`src/rtl/hamming_receptor_pkg.sv`:
```
// Shared definitions for the Hamming(7,4) serial link: FSM states, code positions and line levels.
// Code bit index n holds c(n+1); c1 is the first bit on the wire.
package hamming_receptor_pkg;

    typedef enum logic [2:0] {
        ST_IDLE,
        ST_START,
        ST_DATA,
        ST_STOP,
        ST_DECODE
    } rx_state_e;

    localparam int FRAME_BITS = 7;

    localparam int P1 = 0;
    localparam int P2 = 1;
    localparam int D1 = 2;
    localparam int P4 = 3;
    localparam int D2 = 4;
    localparam int D3 = 5;
    localparam int D4 = 6;

    localparam logic LINE_IDLE  = 1'b1;
    localparam logic LINE_START = 1'b0;
    localparam logic LINE_STOP  = 1'b1;

endpackage

```
`src/rtl/hamming_receptor_decoder.sv`:
```
// Combinational Hamming(7,4) decoder: syndrome, single-bit correction, nibble extraction.
// Zero latency; no flow control.
module hamming74_decoder
    import hamming_receptor_pkg::*;
(
    input  logic [FRAME_BITS-1:0] code_i,
    output logic [3:0]            data_o,
    output logic [2:0]            syndrome_o
);

    logic [2:0]            syn;
    logic [FRAME_BITS-1:0] fixed;

    always_comb begin
        syn[0] = code_i[P1] ^ code_i[D1] ^ code_i[D2] ^ code_i[D4];
        syn[1] = code_i[P2] ^ code_i[D1] ^ code_i[D3] ^ code_i[D4];
        syn[2] = code_i[P4] ^ code_i[D2] ^ code_i[D3] ^ code_i[D4];

        // A nonzero syndrome is the 1-based position of the flipped bit.
        fixed = code_i;
        for (int i = 0; i < FRAME_BITS; i++) begin
            if (syn == 3'(i + 1)) begin
                fixed[i] = ~code_i[i];
            end
        end

        data_o     = {fixed[D4], fixed[D3], fixed[D2], fixed[D1]};
        syndrome_o = syn;
    end

endmodule

```
`src/rtl/hamming_receptor.sv`:
```
// Serial Hamming(7,4) receiver: mid-bit sampling, single-error correction, one-cycle strobes.
// data_valid one cycle after the stop-bit sample; no backpressure, downstream must accept every strobe.
module hamming_receptor
    import hamming_receptor_pkg::*;
#(
    parameter int CLK_PER_BIT = 10
)
(
    input  logic       clk,
    input  logic       rst,
    input  logic       rx,
    output logic [3:0] data,
    output logic       data_valid,
    output logic       corrected,
    output logic       frame_err,
    output logic       busy
);

    localparam int               CNT_W    = $clog2(CLK_PER_BIT);
    localparam logic [CNT_W-1:0] CNT_HALF = CNT_W'(CLK_PER_BIT / 2 - 1);
    localparam logic [CNT_W-1:0] CNT_FULL = CNT_W'(CLK_PER_BIT - 1);
    localparam logic [2:0]       IDX_LAST = 3'(FRAME_BITS - 1);

    rx_state_e             state_q;
    logic                  rx_meta_q;
    logic                  rx_sync_q;
    logic                  line_high_q;
    logic [CNT_W-1:0]      cnt_q;
    logic [2:0]            idx_q;
    logic [FRAME_BITS-1:0] shift_q;
    logic [3:0]            data_q;
    logic                  data_valid_q;
    logic                  corrected_q;
    logic                  frame_err_q;

    logic [3:0]            dec_data;
    logic [2:0]            dec_syn;

    always_ff @(posedge clk) begin
        if (rst) begin
            rx_meta_q <= LINE_IDLE;
            rx_sync_q <= LINE_IDLE;
        end else begin
            rx_meta_q <= rx;
            rx_sync_q <= rx_meta_q;
        end
    end

    hamming74_decoder u_decoder (
        .code_i     (shift_q),
        .data_o     (dec_data),
        .syndrome_o (dec_syn)
    );

    // line_high_q arms start detection: a start needs the line seen high since the last frame.
    always_ff @(posedge clk) begin
        if (rst) begin
            state_q      <= ST_IDLE;
            line_high_q  <= 1'b0;
            cnt_q        <= '0;
            idx_q        <= '0;
            shift_q      <= '0;
            data_q       <= '0;
            data_valid_q <= 1'b0;
            corrected_q  <= 1'b0;
            frame_err_q  <= 1'b0;
        end else begin
            data_valid_q <= 1'b0;
            frame_err_q  <= 1'b0;
            if (rx_sync_q == LINE_IDLE) begin
                line_high_q <= 1'b1;
            end

            case (state_q)
                ST_IDLE: begin
                    cnt_q <= '0;
                    idx_q <= '0;
                    if (line_high_q && rx_sync_q == LINE_START) begin
                        line_high_q <= 1'b0;
                        state_q     <= ST_START;
                    end
                end
                ST_START: begin
                    if (cnt_q == CNT_HALF) begin
                        cnt_q   <= '0;
                        state_q <= (rx_sync_q == LINE_START) ? ST_DATA : ST_IDLE;
                    end else begin
                        cnt_q <= cnt_q + 1'b1;
                    end
                end
                ST_DATA: begin
                    if (cnt_q == CNT_FULL) begin
                        cnt_q          <= '0;
                        shift_q[idx_q] <= rx_sync_q;
                        if (idx_q == IDX_LAST) begin
                            idx_q   <= '0;
                            state_q <= ST_STOP;
                        end else begin
                            idx_q <= idx_q + 1'b1;
                        end
                    end else begin
                        cnt_q <= cnt_q + 1'b1;
                    end
                end
                ST_STOP: begin
                    if (cnt_q == CNT_FULL) begin
                        cnt_q <= '0;
                        if (rx_sync_q == LINE_STOP) begin
                            state_q <= ST_DECODE;
                        end else begin
                            frame_err_q <= 1'b1;
                            line_high_q <= 1'b0;
                            state_q     <= ST_IDLE;
                        end
                    end else begin
                        cnt_q <= cnt_q + 1'b1;
                    end
                end
                ST_DECODE: begin
                    data_q       <= dec_data;
                    corrected_q  <= (dec_syn != 3'd0);
                    data_valid_q <= 1'b1;
                    state_q      <= ST_IDLE;
                end
                default: begin
                    state_q <= ST_IDLE;
                end
            endcase
        end
    end

    assign data       = data_q;
    assign data_valid = data_valid_q;
    assign corrected  = corrected_q;
    assign frame_err  = frame_err_q;
    assign busy       = (state_q != ST_IDLE);

endmodule
```
`config.mk`:
```
export PLATFORM = sky130hd
export DESIGN_NAME = hamming_receptor
export DESIGN_NICKNAME = d
export VERILOG_FILES = /design/src/rtl/hamming_receptor_pkg.sv /design/src/rtl/hamming_receptor_decoder.sv /design/src/rtl/hamming_receptor.sv
export SDC_FILE = /design/constraint.sdc
export NUM_CORES = 1
export LEC_CHECK = 0
export CAP_MARGIN = 0
export CORE_MARGIN = 3
export CORE_UTILIZATION = 40
export DETAILED_ROUTE_END_ITERATION = 8
export PLACE_DENSITY = 0.62
export SLEW_MARGIN = 15
export SYNTH_ARGS = -nofsm -noshare
export SYNTH_HDL_FRONTEND = slang
export SYNTH_SLANG_ARGS = --single-unit
```
`constraint.sdc`:
```
create_clock -name clk -period 1.93 [get_ports clk]
set_input_delay 0.386 -clock clk [delete_from_list [all_inputs] [get_ports clk]]
set_output_delay 0.386 -clock clk [all_outputs]
set_load 0.005 [all_outputs]
```
==> results list <==
- Number of buffers added on ports: 10
- Vias in the first global route: 1069
- Leakage power of the design: 0.5953 nW
- For this block, the routed nets add up to 2.765 mm of wire.
- The routed design could run at a clock period as short as 1.826 ns.
* End of the worst register-to-register path: data[2]
- Placed cell count: 213
- Data on the critical path is required at its endpoint by 1.54 ns.
* Number of cells produced by synthesis: 165
* Portion of total power attributed to combinational logic: 28.9%
* Final number of hold-violating endpoints: 0
- Result of the run: complete, no violations
* Peak ir drop on the vdd network: 0.0004458 V
- Using the TritonRoute via totals, the vias-per-cell ratio works out to 5.442.
* Clk Tree Root Cell: sky130_fd_sc_hd__clkbuf_4
* Clock Sinks: 27
- Timing endpoint of the critical path: busy
- DIE AREA: 4280 um^2
* Part of the power in registers: 51.8%
* Total number of yosys warnings: 0
* Delay contributed by the slowest stage of the critical path: 0.44 ns
* Net switching component of the power: 431.6 uW
- After detailed routing, the number of remaining DRC violations is 0.
- Critical path launch point type: register
- In the synthesized netlist the dominant register cell turns out to be sky130_fd_sc_hd__dfxtp_1.
* CTS hold repair buffers: 0
- In this run the tightest slew margin relative to its limit is 75.65%.
* Type of the tightest min-delay check: reg -> reg
* TritonCTS clock tree: built
- Bufs and invs on worst path: 2
* Wire length per cell after detailed routing: 12.74 um
* Register clock-pin slew on the reported worst setup and hold paths: 0.14 ns
- The first global-routing pass estimated 4.767 mm of wire.
* Die X: 65.43 um
- Count of inserted antenna diode cells: 0
- Post-CTS setup buffers: 0
* Combined area of all synthesized cells: 1413 um^2
- Detailed placement ended at an HPWL of 2.053 mm.
* Endpoint class of the critical path: primary output
* Core outline area: 3203 um^2
- In this run, distinct cell masters in the synthesized netlist total 39.
* Beginning of the critical path: state_q[2]
- Clock Power Share: 19.4%
* Worst R2R Start: shift_q[5]
- CP top delay family: buffers and inverters
- Detailed routing inserted a total of 1181 vias.
- When the netlist entered floorplanning its net count stood at 171.
* Power density over the cells: 800.0 nW/um^2
- Register-to-Register Path Depth: 4
- Post-synthesis area per instance: 8.561 um^2
- Maximum clock insertion buffer count: 2
* Post-synthesis sequential area ratio: 38.26%
- Summed over all layers, the global routing overflow is 0.
- Setup violations remaining at the end of the flow were counted as 0.
- Setup repair after global routing left no endpoint under its margin.
- Critical Path Stages: 3
- The tool flagged a number of max-cap violations equal to 0.
- DIE HEIGHT: 65.43 um
- Summed over all failing endpoints, the final setup total negative slack is 0 ns.
- The max-slew violation count is 0.
* Number of placed I/O pins: 11
- Clk_lat worst skew: 0.33 ns
- Tightest Pin Transition: 0.3561 ns
- Data arrives at the worst endpoint at 1.44 ns.
* Iteration count of the initial detailed-routing pass: 4
- Slack of the worst reg-to-reg path: 0.16 ns
- The initial utilization of the core area, before any placement, comes to 44.10%.
- Final design utilization: 50.12%
- The critical path goes through nor3_4, inv_1, clkdlybuf4s50_1.
- Global routing used 13.76% of the available tracks across all layers.
- Yosys mapped a number of flops with a built-in enable equal to 0.
* Most frequent standard cell in the layout excluding fill and tap cells: sky130_fd_sc_hd__dfxtp_1
- Derived from the worst setup path, the maximum achievable clock frequency is 0.5477 GHz.
- After the flow finishes, the layout carries non-filler instances totaling 217.
- Area growth from synthesis to layout: 13.64%
- Of all flip-flops after synthesis, the portion carrying an async set or reset was 0%.
- Number of antenna violations at the first check in global routing: 0
* Number of storage elements in the synthesis netlist: 27
- Total CTS buffers: 3
* Worst Path Class, Setup: reg -> out
- H-tree depth: 1
- In the layout the commonest cells are sky130_fd_sc_hd__dfxtp_1, sky130_fd_sc_hd__nor2_1, sky130_fd_sc_hd__clkdlybuf4s50_1, sky130_fd_sc_hd__nand2_1.
* Net switching share of the total power: 33.60%
* Internal Pwr Total: 852.7 uW
* Post-route fraction of the period consumed by the critical path: 94.61%
- Maximum number of pins on one net before global-route repair: 18
* Fraction of final layout cells with drive strength greater than 1: 10.40%
- For this block, the initial DRC count from the detailed router was 59.
* Critical Path Slowest Stage Cell: sky130_fd_sc_hd__clkdlybuf4s50_1
* Max Fanout on Critical Path: 6
- Standard-cell row count: 20
- ANT nets after route: 0
* Routability congestion estimate from global placement: 0.8173
- Nets: 180
* Worst Skew: 0.003758 ns
worst reg2reg max path: stages, from the launching register on:
cell,delay [ns]
sky130_fd_sc_hd__dfxtp_1,0.41
sky130_fd_sc_hd__xnor2_2,0.33
sky130_fd_sc_hd__xnor2_1,0.17
sky130_fd_sc_hd__or4_1,0.53
sky130_fd_sc_hd__a311oi_1,0.26
cells by family after synthesis:
group / Yosys count / synth area share, %
simple gates: 70 / 27.01
compound gates: 30 / 14.35
flops: 27 / 38.26
buf+inv: 16 / 4.252
xor+xnor: 12 / 8.503
mux: 7 / 4.960
fa+ha+maj: 3 / 2.658
how the worst min path moves through the flow:
| stage | startpoint | end | slack (ns) | cells past startpoint |
|---|---|---|---|---|
| detailed placement | rx_meta_q | rx_sync_q | 0.40 | 1 |
| global route | rx_meta_q | rx_sync_q | 0.46 | 1 |
| floorplan | rx_meta_q | rx_sync_q | 0.39 | 1 |
| CTS | rx_meta_q | rx_sync_q | 0.44 | 1 |
| global placement | rx_meta_q | rx_sync_q | 0.40 | 1 |
| finish | rx_meta_q | rx_sync_q | 0.43 | 1 |
sequential cells by signal, indices dropped and copies added, names as in the netlist:
register and cells:
cnt_q 4, data 4, idx_q 3, state_q 3
corrected 1, data_valid 1, shift_q 7, frame_err 1
rx_meta_q 1, rx_sync_q 1, line_high_q 1
power groups by stage:
stage / Sequential [mW] / Clock, mW / Combinational, mW
3_3_place_gp: 0.658 / 0 / 0.354
3_5_place_dp: 0.663 / 0 / 0.359
4_1_cts: 0.656 / 0.257 / 0.364
5_1_grt: 0.675 / 0.276 / 0.416
2_1_floorplan: 0.618 / 0 / 0.292
6_report: 0.665 / 0.249 / 0.371
final cells by class:
class	instances	area, um^2
multi-input cells	122	823.3
flip-flops and latches	27	544.3
fillers	323	1598
repair buffers	15	137.6
clock buffers	4	26.28
inverters	5	18.77
well taps	44	55.05
cells in the mapped netlist, types with 2 or more instances:
master                     number  share of area, %
sky130_fd_sc_hd__a31oi_1        3               1.3
sky130_fd_sc_hd__and2_1         2              0.89
sky130_fd_sc_hd__nand3b_1       3               1.6
sky130_fd_sc_hd__nand4b_1       2               1.2
sky130_fd_sc_hd__nor2b_1        4               1.8
sky130_fd_sc_hd__xor2_1         4               2.5
sky130_fd_sc_hd__and3b_1        2               1.2
sky130_fd_sc_hd__nand3_1        5               1.8
sky130_fd_sc_hd__nand2_1        8               2.1
sky130_fd_sc_hd__o21ai_0        4               1.4
sky130_fd_sc_hd__or4_1          3               1.6
sky130_fd_sc_hd__nand2b_1       3               1.3
sky130_fd_sc_hd__a21oi_1        7               2.5
sky130_fd_sc_hd__ha_1           3               2.7
sky130_fd_sc_hd__clkbuf_1      10               2.7
sky130_fd_sc_hd__dfxtp_1       27                38
sky130_fd_sc_hd__o31ai_1        3               1.6
sky130_fd_sc_hd__mux2i_1        7               5.0
sky130_fd_sc_hd__a311oi_1       5               3.1
sky130_fd_sc_hd__inv_1          5               1.3
sky130_fd_sc_hd__xnor2_1        6               3.7
sky130_fd_sc_hd__nor3b_1        2               1.1
sky130_fd_sc_hd__xnor2_2        2               2.3
sky130_fd_sc_hd__a22oi_1        2               1.1
sky130_fd_sc_hd__nand4_1        4               1.8
sky130_fd_sc_hd__or2_2          2              0.89
sky130_fd_sc_hd__nor3_1         5               1.8
sky130_fd_sc_hd__nor2_1        21               5.6
metrics by stage:
stage	total power [mW]	area, um^2	setup slack [ns]	hold WS, ns
after CTS	1.276	1597	0.01755	0.4370
after detailed placement	1.021	1564	0.1988	0.4032
after floorplan	0.9097	1413	0.3385	0.3895
final	1.284	1605	0.1041	0.4327
after global placement	1.011	1564	0.2865	0.3984
after global routing	1.367	1605	0.01065	0.4570
per-layer routing:
metal / global-route usage (%) / part of all wire, % / vias up
met1: 19.62 / 51 / 554
met2: 21.49 / 44 / 18
met3: 2.051 / 3.5 / 4
met5: 0 / 0 / -
li1: - / - / 605
met4: 3.886 / 1.1 / 0
what timing repair did:
item                                    4_1_cts  5_1_grt
endpoints found under the setup margin        1        1
pin swaps                                     0        0
resized for setup                             2        3
Note: power is estimated with default switching activity, not from simulation.
